## config.mk

```make
export PLATFORM = sky130hd
export DESIGN_NAME = prog_wave_gen
export DESIGN_NICKNAME = d
export VERILOG_FILES = /design/src/rtl/prog_wave_gen.sv
export SDC_FILE = /design/constraint.sdc
export NUM_CORES = 1
export LEC_CHECK = 0
export BUFFER_PORTS_ARGS = -buffer_cell sky130_fd_sc_hd__buf_2
export CAP_MARGIN = 20
export CORE_UTILIZATION = 25
export DETAILED_ROUTE_END_ITERATION = 6
export GPL_TIMING_DRIVEN = 0
export PLACE_DENSITY = 0.39
export SETUP_SLACK_MARGIN = 0.15
export SYNTH_ARGS = -nofsm -noshare
export SYNTH_HDL_FRONTEND = slang
export SYNTH_SLANG_ARGS = --single-unit
```

## constraint.sdc

```tcl
create_clock -name clk -period 11.2 [get_ports clk]
set_input_delay 0.56 -clock clk [delete_from_list [all_inputs] [get_ports clk]]
set_output_delay 0.56 -clock clk [all_outputs]
set_load 0.01 [all_outputs]
```

## src/rtl/prog_wave_gen.sv

```systemverilog
// prog_wave_gen: multi-channel programmable PWM/clock generator with shadowed period/high registers.
// Optional phase-align input sync_start is built only when WAVE_GEN_SYNC_EN is defined.
module prog_wave_gen #(
  parameter int CHANNELS   = 2,
  parameter int CNT_W      = 16,
  parameter int DEF_PERIOD = 4,
  parameter int DEF_HIGH   = 2
) (
  input  logic                clk,
  input  logic                reset,
`ifdef WAVE_GEN_SYNC_EN
  input  logic                sync_start,
`endif
  input  logic [CHANNELS-1:0] en,
  input  logic                load,
  input  logic [2:0]          ch_sel,
  input  logic [CNT_W-1:0]    period_in,
  input  logic [CNT_W-1:0]    high_in,
  output logic [CHANNELS-1:0] wave,
  output logic [CHANNELS-1:0] tick
);
  typedef logic [CNT_W-1:0] cnt_t;
  cnt_t shd_p_q [CHANNELS];
  cnt_t shd_p_d [CHANNELS];
  cnt_t shd_h_q [CHANNELS];
  cnt_t shd_h_d [CHANNELS];
  cnt_t act_p_q [CHANNELS];
  cnt_t act_p_d [CHANNELS];
  cnt_t act_h_q [CHANNELS];
  cnt_t act_h_d [CHANNELS];
  cnt_t cnt_q   [CHANNELS];
  cnt_t cnt_d   [CHANNELS];
  logic [CHANNELS-1:0] run_q, wave_q, wave_d, tick_q, tick_d;
  logic [CHANNELS-1:0] ld, start, wrap;
  logic sync;
`ifdef WAVE_GEN_SYNC_EN
  assign sync = sync_start;
`else
  assign sync = 1'b0;
`endif
  // start: first enabled cycle (or sync) opens a period at cnt=0 taking the shadow pair
  always_comb begin
    wave_d = '0;
    tick_d = '0;
    ld     = '0;
    start  = '0;
    wrap   = '0;
    for (int i = 0; i < CHANNELS; i++) begin
      ld[i]      = load && (ch_sel == 3'(i));
      start[i]   = en[i] && (!run_q[i] || sync);
      wrap[i]    = en[i] && run_q[i] && (act_p_q[i] != '0) && (cnt_q[i] == act_p_q[i] - cnt_t'(1));
      shd_p_d[i] = ld[i] ? period_in : shd_p_q[i];
      shd_h_d[i] = ld[i] ? high_in : shd_h_q[i];
      act_p_d[i] = (start[i] || wrap[i]) ? shd_p_q[i] : (ld[i] && !en[i]) ? period_in : act_p_q[i];
      act_h_d[i] = (start[i] || wrap[i]) ? shd_h_q[i] : (ld[i] && !en[i]) ? high_in : act_h_q[i];
      cnt_d[i]   = (!en[i] || start[i] || wrap[i] || act_p_q[i] == '0) ? '0 : cnt_q[i] + cnt_t'(1);
      wave_d[i]  = en[i] && (act_p_d[i] != '0) && (cnt_d[i] < act_h_d[i]);
      tick_d[i]  = en[i] && (act_p_d[i] != '0) && (cnt_d[i] == act_p_d[i] - cnt_t'(1));
    end
  end
  always_ff @(posedge clk or posedge reset) begin
    if (reset) begin
      for (int i = 0; i < CHANNELS; i++) begin
        shd_p_q[i] <= cnt_t'(DEF_PERIOD);
        shd_h_q[i] <= cnt_t'(DEF_HIGH);
        act_p_q[i] <= cnt_t'(DEF_PERIOD);
        act_h_q[i] <= cnt_t'(DEF_HIGH);
        cnt_q[i]   <= '0;
      end
      run_q  <= '0;
      wave_q <= '0;
      tick_q <= '0;
    end else begin
      shd_p_q <= shd_p_d;
      shd_h_q <= shd_h_d;
      act_p_q <= act_p_d;
      act_h_q <= act_h_d;
      cnt_q   <= cnt_d;
      run_q   <= en;
      wave_q  <= wave_d;
      tick_q  <= tick_d;
    end
  end
  assign wave = wave_q;
  assign tick = tick_q;
endmodule
```

==> results of run 1 <==
[cells in the mapped netlist (14+ instances only)]
cell type	count	area share
a21oi_1	45	0.020
and3_1	14	0.0077
and4_1	16	0.012
clkbuf_1	52	0.017
dfrtp_1	158	0.35
ha_1	37	0.041
inv_1	73	0.024
mux2_2	60	0.060
mux2i_1	68	0.060
nand2_1	126	0.042
nand2b_1	14	0.0077
nand3_1	44	0.019
nand4_1	22	0.012
nor2_1	84	0.028
nor3_1	42	0.019
nor4_1	18	0.0099
o21a_1	35	0.023
o21ai_0	52	0.023
xnor2_1	40	0.031
xor2_1	44	0.034
[path summary, 6_finish.rpt]
kind | start | to
max | act_p_q[16]$_DFF_PP0_ | tick[0]$_DFF_PP0_
min | reset | act_h_q[19]$_DFF_PP0_
max reg2reg | act_p_q[16]$_DFF_PP0_ | tick[0]$_DFF_PP0_
min reg2reg | shd_h_q[5]$_DFFE_PP0P_ | shd_h_q[5]$_DFFE_PP0P_
max in group asynchronous | reset | act_p_q[2]$_DFF_PP1_
min in group clk | en[1] | run_q[1]$_DFF_PP0_
[worst register-to-register path, stage by stage, from the launching register on]
cell and delay [ns]:
dfrtp_1 0.47, inv_1 0.17, ha_1 0.17, clkbuf_1 0.36, or3b_2 0.50, or4_1 0.40, a211oi_1 0.28, o32a_2 0.21
nand4_1 0.14, buf_2 0.26, nand2_1 0.25, buf_4 0.26, clkbuf_1 0.49, clkbuf_1 0.57, o21a_1 0.28, ha_1 0.28
nand3_1 0.17, nor3_1 0.20, o21ai_0 0.18, a22o_1 0.33, a211oi_1 0.16, o21ai_0 0.13, o2bb2ai_1 0.19, nor4_1 0.39
[routing by layer]
layer	global-route usage	part of all wire
met1	0.250	0.48
met2	0.293	0.46
met3	0.0365	0.035
met4	0.0660	0.026
met5	0	0
[through the flow]
step | setup WS, ns | hold slack, ns | power [mW]
4_1_cts | 4.21 | 0.171 | 2.01
2_1_floorplan | 6.13 | 0.473 | 1.18
5_1_grt | 3.77 | 0.181 | 2.11
6_report | 4.25 | 0.171 | 1.99
3_3_place_gp | 3.50 | 0.489 | 1.36
3_5_place_dp | 4.29 | 0.495 | 1.36
[registers in the layout, summed over array words and instances (netlist names)]
name and count:
act_h_q 32, cnt_q 32, shd_h_q 32, wave 2, shd_p_q 32, run_q 2
tick 2, act_p_q 32
[kinds of logic after synthesis]
group,count (synthesis),share of synthesized area
XOR/XNOR,87,0.0710
AO/OA/AOI/OAI,231,0.138
flip-flops,166,0.367
multiplexers,130,0.122
adder cells (fa/ha/maj),37,0.0408
buffers and inverters,144,0.0521
AND/OR/NAND/NOR,455,0.209
[power by group through the flow]
stage / combinational [mW] / clock (mW) / sequential, mW
floorplan: 0.413 / 0 / 0.770
global placement: 0.553 / 0 / 0.804
detailed placement: 0.559 / 0 / 0.804
CTS: 0.561 / 0.659 / 0.793
global route: 0.624 / 0.683 / 0.807
finish: 0.561 / 0.640 / 0.794
[final cells by class]
class,count,share of cell area
Multi-Input combinational cell,940,0.509
Tap cell,592,0.0573
Clock buffer,19,0.0350
Timing Repair Buffer,42,0.0180
Sequential cell,166,0.322
Clock inverter,13,0.0121
Inverter,74,0.0221
Buffer,70,0.0242
==> results.toml, run 1 <==
[synthesis]
synth_top_flop_cell = "dfrtp_1"
synth-edff-count = 0
synth_nets = 1327
avgSynthCellArea_sq_um = 9.07
synth_cell_types = 87
syn_inst = 1250
yosysSeqAreaShare = 0.367
syn_area_sq_um = 11300
synth_seq_cells = 166
async_flop_share = 1.00
ys.warnings.count = 0

[place]
gp_congestion = 0.866
dp_hpwl_um = 31700
place_area_sq_um = 12300
io_buffer_count = 41
placed_cells = 1884

[sta]
fin_crit_sh = 0.621
slew_headroom = 0.298
skew_ns = 0.0107
finalHoldViolCount = 0
setup_viol = 0
tightestPinTransition_ns = 1.04
setup-tns-final_ns = 0
max_freq_mhz = 144
final-max-slew-violation-count = 0
period_minus_slack_ns = 6.95
grt_setup_unrepaired = "false"

[setup_path]
cp_num_cells = 23
ff2ff_path_depth = 23
critPathKind = "reg2reg"
rrSetupSlack_ns = 4.25
cpMaxStageDelayCell = "clkbuf_1"
startpoint_type = "flop"
crit_path_frequent_cell = "clkbuf_1"
crit_arrival_ns = 7.31
critPathMaxStageDelay_ns = 0.56
end_kind = "flop"
path_cells = "inv_1, ha_1, clkbuf_1, or3b_2, or4_1, a211oi_1, o32a_2, nand4_1, buf_2, nand2_1, buf_4, clkbuf_1, clkbuf_1, o21a_1, ha_1, nand3_1, nor3_1, o21ai_0, a22o_1, a211oi_1, o21ai_0, o2bb2ai_1, nor4_1"
cp.required_ns = 11.55
critical_path_buf_inv_count = 6
path_max_fanout = 10
critPathTopFamily = "buffers and inverters"

[die]
num_rows = 77
die_x_um = 215
io_pins = 44
die_area_sq_um = 46200
die_height_um = 215
core_area_sq_um = 44500
start_util = 0.255

[clock_tree]
numCtsBuffers = 17
cts_tree = "built"
cts_resized = 0
htreeDepth = 4
cts_num_sinks = 166
hold_buffers = 0
clock_path_buffers = 2
postCtsSetupBuffers = 0
path_clk_slew_ns = 0.08
cts_root_buf = "clkbuf_16"
insertion_delay_ns = 0.48

[power_and_ir_drop]
p_comb_frac = 0.281
p_sw_mw = 0.708
power.density_nw_per_um2 = 154
clockPowerShare = 0.321
power_frac_seq = 0.398
vdd_drop_max_uv = 82.9
p_int_mw = 1.29
swShare = 0.355
leakagePower_nw = 5.60

[drt]
routedWlPerCell_um = 21.7
drc = 0
vias = 9734
routed_wl_um = 41700
drtAntennaViolNets = 0
dr.pass1.iters = 7
dr.first_iter.drc_count = 678
avgViaCountPerCell = 5.08

[run]
drv_cap = 0

[cells_and_area]
multi_input_area_sq_um = 6590
antenna_cells = 0
layout-drive-gt1-share = 0.136
areaGrowthSynthToFinish_pct = 14.1
fin_area_sq_um = 12900
nFillCells = 4794
final_net_count = 1388
layout_common_cells = "158 x dfrtp_1, 126 x nand2_1, 84 x nor2_1, 72 x inv_1, 68 x mux2i_1"
regArea_sq_um = 4160
layout_commonest_cell = "dfrtp_1"
final_util = 0.291
stdcell_count = 1916

[grt]
grt-ovfl-total = 0
antenna_found_initial = 0
grt_first_pass_wirelength_um = 63100
track_usage = 0.185
grt_pass1_vias = 9624
grt_max_degree = 89

[worst_hold_path]
hold_class = "in2async"

[status]
status = "completed"
Note: power is estimated with default switching activity, not from simulation.
==> run 2: changes to the inputs <==
ABC_AREA = 1   (was unset)
PLACE_DENSITY = 0.4   (was 0.39)
clock period = 5.7 ns   (was 11.2 ns; I/O delays follow)
==> results.toml, run 2 <==
[setup_path]
startpoint_type = "flop"
r2r-end = "wave[1]$_DFF_PP0_"
path_max_fanout = 10
end_kind = "flop"
critPathKind = "reg2reg"
timing.rr.start = "act_p_q[0]$_DFF_PP0_"
cp.required_ns = 6.02
rrSetupSlack_ns = 1.25
ff2ff_path_depth = 23
crit_arrival_ns = 4.77

[synthesis]
synth_cell_types = 46
syn_inst = 1650
yosys.area.top_type = "dfrtp_1"
synth_top_family_by_area = "simple AND/OR/NAND/NOR gates"
synth_fa_ha_area_frac = 0.0408
synth_xor_area_frac = 0.0313
async_flop_share = 1.00
synth.area.top_cells = "dfrtp_1 35%, nand2_1 17%, inv_1 7.8%"
ys.warnings.count = 0
synth_commonest_cells = "504 x nand2_1, 237 x inv_1, 161 x o21ai_0"
yosys.area.top_type_share = 0.349
avgSynthCellArea_sq_um = 6.87
synth.area.mux_share = 0.00618
synth_seq_cells = 166
synth-compound-area-share = 0.0976
synth.most_common_cell = "nand2_1"
synth-edff-count = 0
synth_top_flop_cell = "dfrtp_1"
synth_nets = 1727
syn_area_sq_um = 11300
yosys.area_share.simple = 0.358
yosysSeqAreaShare = 0.367

[power_and_ir_drop]
power_frac_seq = 0.403
power_mw = 3.71
p_comb_frac = 0.270
p_int_mw = 2.36
swShare = 0.363
vdd_drop_max_uv = 206
clockPowerShare = 0.326
leakagePower_nw = 6.30
p_sw_mw = 1.35
power.density_nw_per_um2 = 287

[grt]
grt_max_degree = 95
grt_first_pass_wirelength_um = 59700
grt-ovfl-total = 0
met2_usage = 0.280
grt_pass1_vias = 10021
track_usage = 0.170
top_usage_layer = "met2"
use_met3 = 0.0256
antenna_found_initial = 0
use_met1 = 0.231

[cells_and_area]
final_net_count = 1791
layout_common_cells = "504 x nand2_1, 236 x inv_1, 161 x o21ai_0, 158 x dfrtp_1, 134 x nor2_1"
layout_commonest_cell = "nand2_1"
antenna_cells = 0
layout-drive-gt1-share = 0.119
areaGrowthSynthToFinish_pct = 14.1
nFillCells = 5002
fin_area_sq_um = 12900

[place]
place_ws_ns = 1.11
place_area_sq_um = 12300
dp_hpwl_um = 31000
io_buffer_count = 43
gp_congestion = 0.846

[clock_tree]
numCtsBuffers = 17
cts_num_sinks = 166
path_clk_slew_ns = 0.07
postCtsSetupBuffers = 0
cts_resized = 0
insertion_delay_ns = 0.45
clock_path_buffers = 2
hold_buffers = 1
htreeDepth = 4
cts_root_buf = "clkbuf_16"
cts_tree = "built"

[sta]
tightestPinTransition_ns = 0.775
setup_viol = 0
period_minus_slack_ns = 4.45
finalHoldViolCount = 0
max_freq_mhz = 225
fin_crit_sh = 0.780
slew_headroom = 0.480
skew_ns = 0.0116
final-max-slew-violation-count = 0
setup_slack_ns = 1.25
grt_setup_unrepaired = "false"
holdWs_ns = 0.0574

[die]
die_x_um = 215
die_area_sq_um = 46200
core_area_sq_um = 44500
start_util = 0.255
num_rows = 77
io_pins = 44
die_height_um = 215

[worst_hold_path]
hold_end = "run_q[1]$_DFF_PP0_"
hold_class = "in2reg"
hold_depth = 1
worstHoldStart = "en[1]"

[drt]
routedWlPerCell_um = 16.7
dr.first_iter.drc_count = 616
avgViaCountPerCell = 4.45
dr.pass1.iters = 7
drtAntennaViolNets = 0
routed_wl_um = 38600
drc = 0
vias = 10331

[run]
drv_cap = 0

[status]
status = "completed"
==> run 2: cell types whose count changed after synthesis, moves of 34 or more <==
cell	change
inv_1	+164
mux2i_1	-61
nand2_1	+378
nor2_1	+50
nand3_1	+69
o21ai_0	+109
mux2_2	-60
o21a_1	-34
==> run 2: per-stage QoR <==
step	instances	util	TNS [ns]
2_1_floorplan	1650	-	0
3_3_place_gp	2285	0.276	-272.14
3_5_place_dp	2286	0.277	0
4_1_cts	2319	0.291	0
5_1_grt	2319	0.291	0
6_report	2319	0.291	0
==> run 2: critical path, cell delays in order (launching register included) <==
cell,delay (ns)
dfrtp_1,0.41
inv_2,0.08
ha_1,0.21
nand3_2,0.18
nor2_4,0.19
nand2_1,0.10
clkinv_1,0.07
nand3_1,0.06
nand2_1,0.10
nand3_1,0.11
nor2_2,0.17
nand3_4,0.17
nand2_4,0.16
buf_4,0.20
clkbuf_1,0.35
clkbuf_1,0.50
nand2_1,0.09
o21ai_0,0.13
inv_1,0.09
ha_1,0.28
a21oi_1,0.06
o21a_1,0.17
o21ai_0,0.30
a21oi_1,0.12
==> run 2: per-layer routing <==
layer  vias to the layer above  part of all wire
met4                         0             0.021
met2                       155              0.46
met1                      4831              0.49
li1                       5307                 -
met3                        38             0.029
met5                         -                 0
==> run 2: worst max path at each step <==
stage                          from                   end  slack [ns]
2_1_floorplan                 reset  act_h_q[0]$_DFF_PP0_        0.94
4_1_cts        act_p_q[0]$_DFF_PP0_     wave[1]$_DFF_PP0_        1.10
5_1_grt        act_p_q[1]$_DFF_PP0_     wave[1]$_DFF_PP0_        0.78
6_report       act_p_q[0]$_DFF_PP0_     wave[1]$_DFF_PP0_        1.25
3_5_place_dp   act_p_q[0]$_DFF_PP0_     wave[1]$_DFF_PP0_        1.11
3_3_place_gp                  reset   cnt_q[16]$_DFF_PP0_       -1.74
==> run 2: power groups by stage <==
stage                     sequential, mW  clock, mW  combinational [mW]
after floorplan                     1.47          0               0.752
after global placement              1.52          0               0.997
after detailed placement            1.52          0                1.01
after CTS                           1.50       1.24                1.02
after global routing                1.52       1.29                1.16
final                               1.50       1.21                1.00
==> run 2: cell type report <==
cell class / instances / area [sq um] / area share
Buffer: 40 / 194 / 0.0150
Clock buffer: 17 / 425 / 0.0329
Clock inverter: 15 / 171 / 0.0133
Inverter: 246 / 931 / 0.0720
Multi-Input combinational cell: 1198 / 6050 / 0.468
Sequential cell: 166 / 4160 / 0.322
Tap cell: 592 / 741 / 0.0573
Timing Repair Buffer: 45 / 253 / 0.0195
==> run 2: cells by family after synthesis <==
| family | Yosys count |
|---|---|
| xor gates and xnor gates | 39 |
| DFF | 166 |
| buffers and inverters | 286 |
| and+or+nand+nor | 906 |
| AOI/OAI and AO/OA | 209 |
| muxes | 7 |
| adders and majority gates | 37 |
